$ cat config.mk
export PLATFORM = sky130hd
export DESIGN_NAME = pipelined_addsub
export DESIGN_NICKNAME = d
export VERILOG_FILES = /design/src/rtl/addsub_pkg.sv /design/src/rtl/addsub_slice.sv /design/src/rtl/pipelined_addsub.sv
export SDC_FILE = /design/constraint.sdc
export NUM_CORES = 1
export LEC_CHECK = 0
export CAP_MARGIN = 20
export CORE_UTILIZATION = 30
export CTS_CLUSTER_SIZE = 30
export DETAILED_ROUTE_END_ITERATION = 12
export GPL_TIMING_DRIVEN = 0
export HOLD_SLACK_MARGIN = 0.03
export PLACE_DENSITY = 0.56
export SLEW_MARGIN = 20
export SYNTH_ARGS = -nofsm -noshare
export SYNTH_HDL_FRONTEND = slang
export SYNTH_SLANG_ARGS = --single-unit
export TNS_END_PERCENT = 50
$ cat constraint.sdc
create_clock -name clk -period 5.5 [get_ports clk]
set_input_delay 1.375 -clock clk [delete_from_list [all_inputs] [get_ports clk]]
set_output_delay 1.375 -clock clk [all_outputs]
set_load 0.03 [all_outputs]
$ cat src/rtl/addsub_pkg.sv
// Shared definitions for the pipelined adder/subtractor.
// No timing of its own.
// No handshake of its own.
package addsub_pkg;

  localparam logic MODE_ADD = 1'b0;
  localparam logic MODE_SUB = 1'b1;

  function automatic int slice_width(input int width, input int stages);
    return (stages > 0) ? width / stages : width;
  endfunction

endpackage

$ cat src/rtl/addsub_slice.sv
// One carry slice: SLICE-bit ripple add with carry in and carry out.
// Purely combinational, no latency.
// No handshake; the owning pipeline stage decides when to capture.
module addsub_slice #(
  parameter int SLICE = 8
) (
  input  logic [SLICE-1:0] a,
  input  logic [SLICE-1:0] b,
  input  logic             cin,
  output logic [SLICE-1:0] sum,
  output logic             cout,
  output logic             cmsb
);

  logic [SLICE:0] c;

  always_comb begin
    c    = '0;
    sum  = '0;
    c[0] = cin;
    for (int i = 0; i < SLICE; i++) begin
      sum[i]   = a[i] ^ b[i] ^ c[i];
      c[i+1]   = (a[i] & b[i]) | (c[i] & (a[i] ^ b[i]));
    end
  end

  assign cout = c[SLICE];
  // Carry into the top bit of the slice, used for signed overflow.
  assign cmsb = c[SLICE-1];

endmodule

$ cat src/rtl/pipelined_addsub.sv
// Pipelined WIDTH-bit add/sub split into STAGES carry-chained slices.
// Latency STAGES register stages; one result per cycle when unstalled.
// Combinational ready chain; a stalled full pipe holds every stage, bubbles collapse.
module pipelined_addsub
  import addsub_pkg::*;
#(
  parameter int WIDTH  = 32,
  parameter int STAGES = 4
) (
  input  logic             clk,
  input  logic             rst_n,
  input  logic             in_valid,
  output logic             in_ready,
  input  logic [WIDTH-1:0] in_a,
  input  logic [WIDTH-1:0] in_b,
  input  logic             in_cin,
  input  logic             in_sub,
  output logic             out_valid,
  input  logic             out_ready,
  output logic [WIDTH-1:0] out_sum,
  output logic             out_cout,
  output logic             out_ovf
);

  localparam int SLICE = slice_width(WIDTH, STAGES);

  if (STAGES < 1 || STAGES > WIDTH || (WIDTH % STAGES) != 0) begin : g_bad_params
    $error("pipelined_addsub: WIDTH must be a multiple of STAGES, 1 <= STAGES <= WIDTH");
  end

  // Subtraction is A + ~B + ~borrow; the mapping happens once, at accept.
  logic [WIDTH-1:0] b_eff;
  logic             cin_eff;
  assign b_eff   = (in_sub == MODE_SUB) ? ~in_b : in_b;
  assign cin_eff = (in_sub == MODE_SUB) ? ~in_cin : in_cin;

  logic [STAGES-1:0] vld;
  logic [STAGES:0]   rdy;

  always_comb begin
    rdy         = '0;
    rdy[STAGES] = out_ready;
    for (int k = STAGES - 1; k >= 0; k--) begin
      rdy[k] = ~vld[k] | rdy[k+1];
    end
  end

  assign in_ready  = rdy[0];
  assign out_valid = vld[STAGES-1];

  for (genvar k = 0; k < STAGES; k++) begin : g_st
    localparam int REM = WIDTH - k * SLICE;  // operand bits still to be added, incl. this slice
    localparam int HI  = (k + 1) * SLICE;    // result bits known after this stage

    logic             vld_in, sub_in, c_in, c_out, c_msb;
    logic [REM-1:0]   a_src, b_src;
    logic [HI-1:0]    sum_d;
    logic [SLICE-1:0] s_s;

    if (k == 0) begin : g_src
      assign vld_in = in_valid;
      assign sub_in = in_sub;
      assign c_in   = cin_eff;
      assign a_src  = in_a;
      assign b_src  = b_eff;
      assign sum_d  = s_s;
    end else begin : g_src
      assign vld_in = vld[k-1];
      assign sub_in = g_st[k-1].g_reg.sub_q;
      assign c_in   = g_st[k-1].g_reg.c_q;
      assign a_src  = g_st[k-1].g_reg.a_q;
      assign b_src  = g_st[k-1].g_reg.b_q;
      assign sum_d  = {s_s, g_st[k-1].g_reg.sum_q};
    end

    addsub_slice #(.SLICE(SLICE)) u_slice (
      .a    (a_src[SLICE-1:0]),
      .b    (b_src[SLICE-1:0]),
      .cin  (c_in),
      .sum  (s_s),
      .cout (c_out),
      .cmsb (c_msb)
    );

    if (k == STAGES - 1) begin : g_reg
      logic          vld_q, cout_q, ovf_q;
      logic [HI-1:0] sum_q;

      always_ff @(posedge clk or negedge rst_n) begin
        if (!rst_n) begin
          vld_q  <= 1'b0;
          sum_q  <= '0;
          cout_q <= 1'b0;
          ovf_q  <= 1'b0;
        end else if (rdy[k]) begin
          vld_q <= vld_in;
          if (vld_in) begin
            sum_q  <= sum_d;
            cout_q <= (sub_in == MODE_ADD) ? c_out : ~c_out;
            ovf_q  <= c_out ^ c_msb;
          end
        end
      end

      assign vld[k]   = vld_q;
      assign out_sum  = sum_q;
      assign out_cout = cout_q;
      assign out_ovf  = ovf_q;
    end else begin : g_reg
      localparam int PW = REM - SLICE;
      logic          vld_q, c_q, sub_q;
      logic [HI-1:0] sum_q;
      logic [PW-1:0] a_q, b_q;

      always_ff @(posedge clk or negedge rst_n) begin
        if (!rst_n) begin
          vld_q <= 1'b0;
          sum_q <= '0;
          a_q   <= '0;
          b_q   <= '0;
          c_q   <= 1'b0;
          sub_q <= 1'b0;
        end else if (rdy[k]) begin
          vld_q <= vld_in;
          if (vld_in) begin
            sum_q <= sum_d;
            a_q   <= a_src[REM-1:SLICE];
            b_q   <= b_src[REM-1:SLICE];
            c_q   <= c_out;
            sub_q <= sub_in;
          end
        end
      end

      assign vld[k] = vld_q;
    end
  end

endmodule

==> results.txt <==
N_diodes: 0
Area growth syn-to-layout: 25.64%
CTS tree: yes
Final Instance Count excl. Fillers: 986
Global-route wire length before repair: 27.27 mm
Clk sinks: 188
CTS root buf: clkbuf_16
Total track usage: 0.1286
Crit path required time: 5.81 ns
Count of final setup violators: 0
Detailed placement HPWL: 11.52 mm
FFs w/ async S/R, synth: 1.000
Mapped Cells: 515
Gpl congestion: 0.7101
Drt pass-1 iters: 8
Post-Place Cells: 955
Inserted Clock Buffers: 17
Slew margin rel.: 0.5388
Clock transition at path regs: 0.07 ns
Worst VDD drop: 0.0001728 V
Cell Pwr Density: 499.8 mW/mm^2
Starting DRC count in detailed routing: 79
Most frequent cells in the layout: dfrtp_1 (188), mux2_2 (157), clkdlybuf4s50_1 (103)
Cell Area, Synth: 0.008107 sq mm
CP startpoint kind: input pin
LEAKAGE: 4.391 nW
Port buffer count: 104
Bufs on Longest Clock Path: 2
Crit share post-route: 0.9460
Critical Path End Type: register
Fin nets: 740
Tightest Hold Check Type: reg2reg
Die area: 0.02768 sq mm
H-tree levels: 4
DRC Markers: 8
Critical Path AT: 5.52 ns
Clk Latency, worst-skew pair: 0.43 ns
Syn Area/Cell: 15.74 sq um
Largest net degree at the start of global routing: 102
EDFF count, synth: 0
Register area share after synthesis: 0.5803
DIE HEIGHT: 166.4 microns
Fillers: 2479
Routed Antenna Nets: 0
Antenna violations before repair: 0
RSZ-0062 raised after global routing: false
Fmax: 192.2 MHz
Routed vias: 4254
I/O pin total: 106
Final Max Tran Viols: 0
Layout cells sized above 1: 0.3441
Yosys cell types: 17
Vias in the first global route: 4981
Clk_skew: 0.01079 ns
Synth warn: 0
Die W: 166.4 microns
Final WL: 16.42 mm
Via/cell ratio: 4.314
Core Footprint: 0.02628 sq mm
Pwr Total: 5.090 mW
Max-cap viol count: 0
Crit Path Class: in2reg
Status: finished, violations left
Top_reg_cell synth: dfrtp_1
Final min period: 5.203 ns
Avg WL per Cell: 16.65 microns
Most common cell after layout, fill and taps aside: dfrtp_1
Global route overflow: 0
Initial Utilization: 0.3085
Hold slack: 0.4958 ns
Syn_nets: 617
Final Hold Viols: 0
Hold buffer count at CTS: 0
Critical path fanouts, max: 19
Failing checks: design-rule violations
# rows: 59
Flops & latches, synth: 188
Worst-Margin Slew: 0.6918 ns
==> timing repair <==
action	CTS	global route
setup endpoints to repair	1	1
buffers inserted	0	0
resized for setup	1	0
hold endpoints to repair	0	0
==> per-stage QoR <==
step,setup slack (ns),instance area (sq um),TNS [ns],utilization
after global placement,-4.487,9572,-840.88,0.3642
final,0.2972,10180,0,0.3875
after floorplan,0.07048,8112,0,-
after CTS,0.06374,10190,0,0.3878
after detailed placement,-0.4866,9604,-0.5545,0.3655
after global routing,0.07066,10180,0,0.3875
==> Yosys cell counts (3+ instances only) <==
cell type	number	area share
buf_2	19	0.012
buf_6	3	0.0042
dfrtp_1	188	0.58
fa_1	32	0.079
inv_1	38	0.018
mux2_2	157	0.22
mux2_4	12	0.022
mux2i_1	12	0.015
nand2_1	5	0.0023
nand2b_1	4	0.0031
o21ai_0	6	0.0037
xnor2_1	9	0.0097
xor2_1	26	0.028
==> path summary, 6_finish.rpt <==
| kind | start | depth (start not counted) | to | slack [ns] |
|---|---|---|---|---|
| min | g_st[2].g_reg.sum_q[2] | 1 | out_sum[2] | 0.50 |
| max | in_sub | 15 | g_st[0].g_reg.sum_q[7] | 0.30 |
| min in group asynchronous | rst_n | 1 | g_st[2].g_reg.sum_q[3] | 0.93 |
| min reg2reg | g_st[2].g_reg.sum_q[2] | 1 | out_sum[2] | 0.50 |
| max in group asynchronous | rst_n | 2 | g_st[0].g_reg.b_q[13] | 3.64 |
| max reg2reg | g_st[2].g_reg.c_q | 12 | out_cout | 1.36 |
==> registers in the layout, indices dropped and copies added (netlist names), 3 cells and up <==
name / cells
g_st.g_reg.a_q: 48
g_st.g_reg.c_q: 3
g_st.g_reg.sum_q: 48
g_st.g_reg.vld_q: 3
out_sum: 32
g_st.g_reg.sub_q: 3
g_st.g_reg.b_q: 48
==> worst max-delay path: stages <==
cell,delay (ns)
buf_2,0.22
buf_6,0.31
xnor2_1,0.14
fa_1,0.39
inv_1,0.08
fa_1,0.16
inv_1,0.05
fa_1,0.38
fa_1,0.45
fa_1,0.41
fa_1,0.40
fa_1,0.38
inv_1,0.08
fa_1,0.42
mux2_4,0.27
==> power breakdown <==
part           switching, mW  total (mW)  internal [mW]
sequential             0.293        2.19           1.90
clock                  0.538        1.23          0.688
combinational          0.766        1.67          0.904
==> layout make-up <==
| cell class | count | area [sq um] | share of cell area |
|---|---|---|---|
| sequential | 188 | 4705 | 0.4619 |
| clock inverter | 12 | 137.6 | 0.01351 |
| inverter | 38 | 142.6 | 0.01400 |
| tap | 335 | 419.2 | 0.04115 |
| multi-input combinational | 267 | 3131 | 0.3074 |
| timing repair buffer | 105 | 1074 | 0.1054 |
| clock buffer | 20 | 446.7 | 0.04386 |
| buffer | 21 | 130.1 | 0.01278 |
==> logic make-up (layout without fill, tap and decap cells) <==
kind of cell	after synthesis	in the layout	synth area share
DFF	188	188	0.5803
muxes	181	181	0.2551
buffers and inverters	60	196	0.03349
xor gates and xnor gates	35	35	0.03782
adders and majority gates	32	32	0.07902
and+or+nand+nor	12	12	0.009106
AOI/OAI and AO/OA	7	7	0.005093
==> per-layer routing <==
metal	routed length (microns)	track usage	up-vias
met2	8072	0.2126	74
li1	-	-	1965
met3	594	0.03027	11
met1	7604	0.1679	2204
met5	0	0	-
met4	148	0.03744	0
Power figures use the tool's default switching activity.
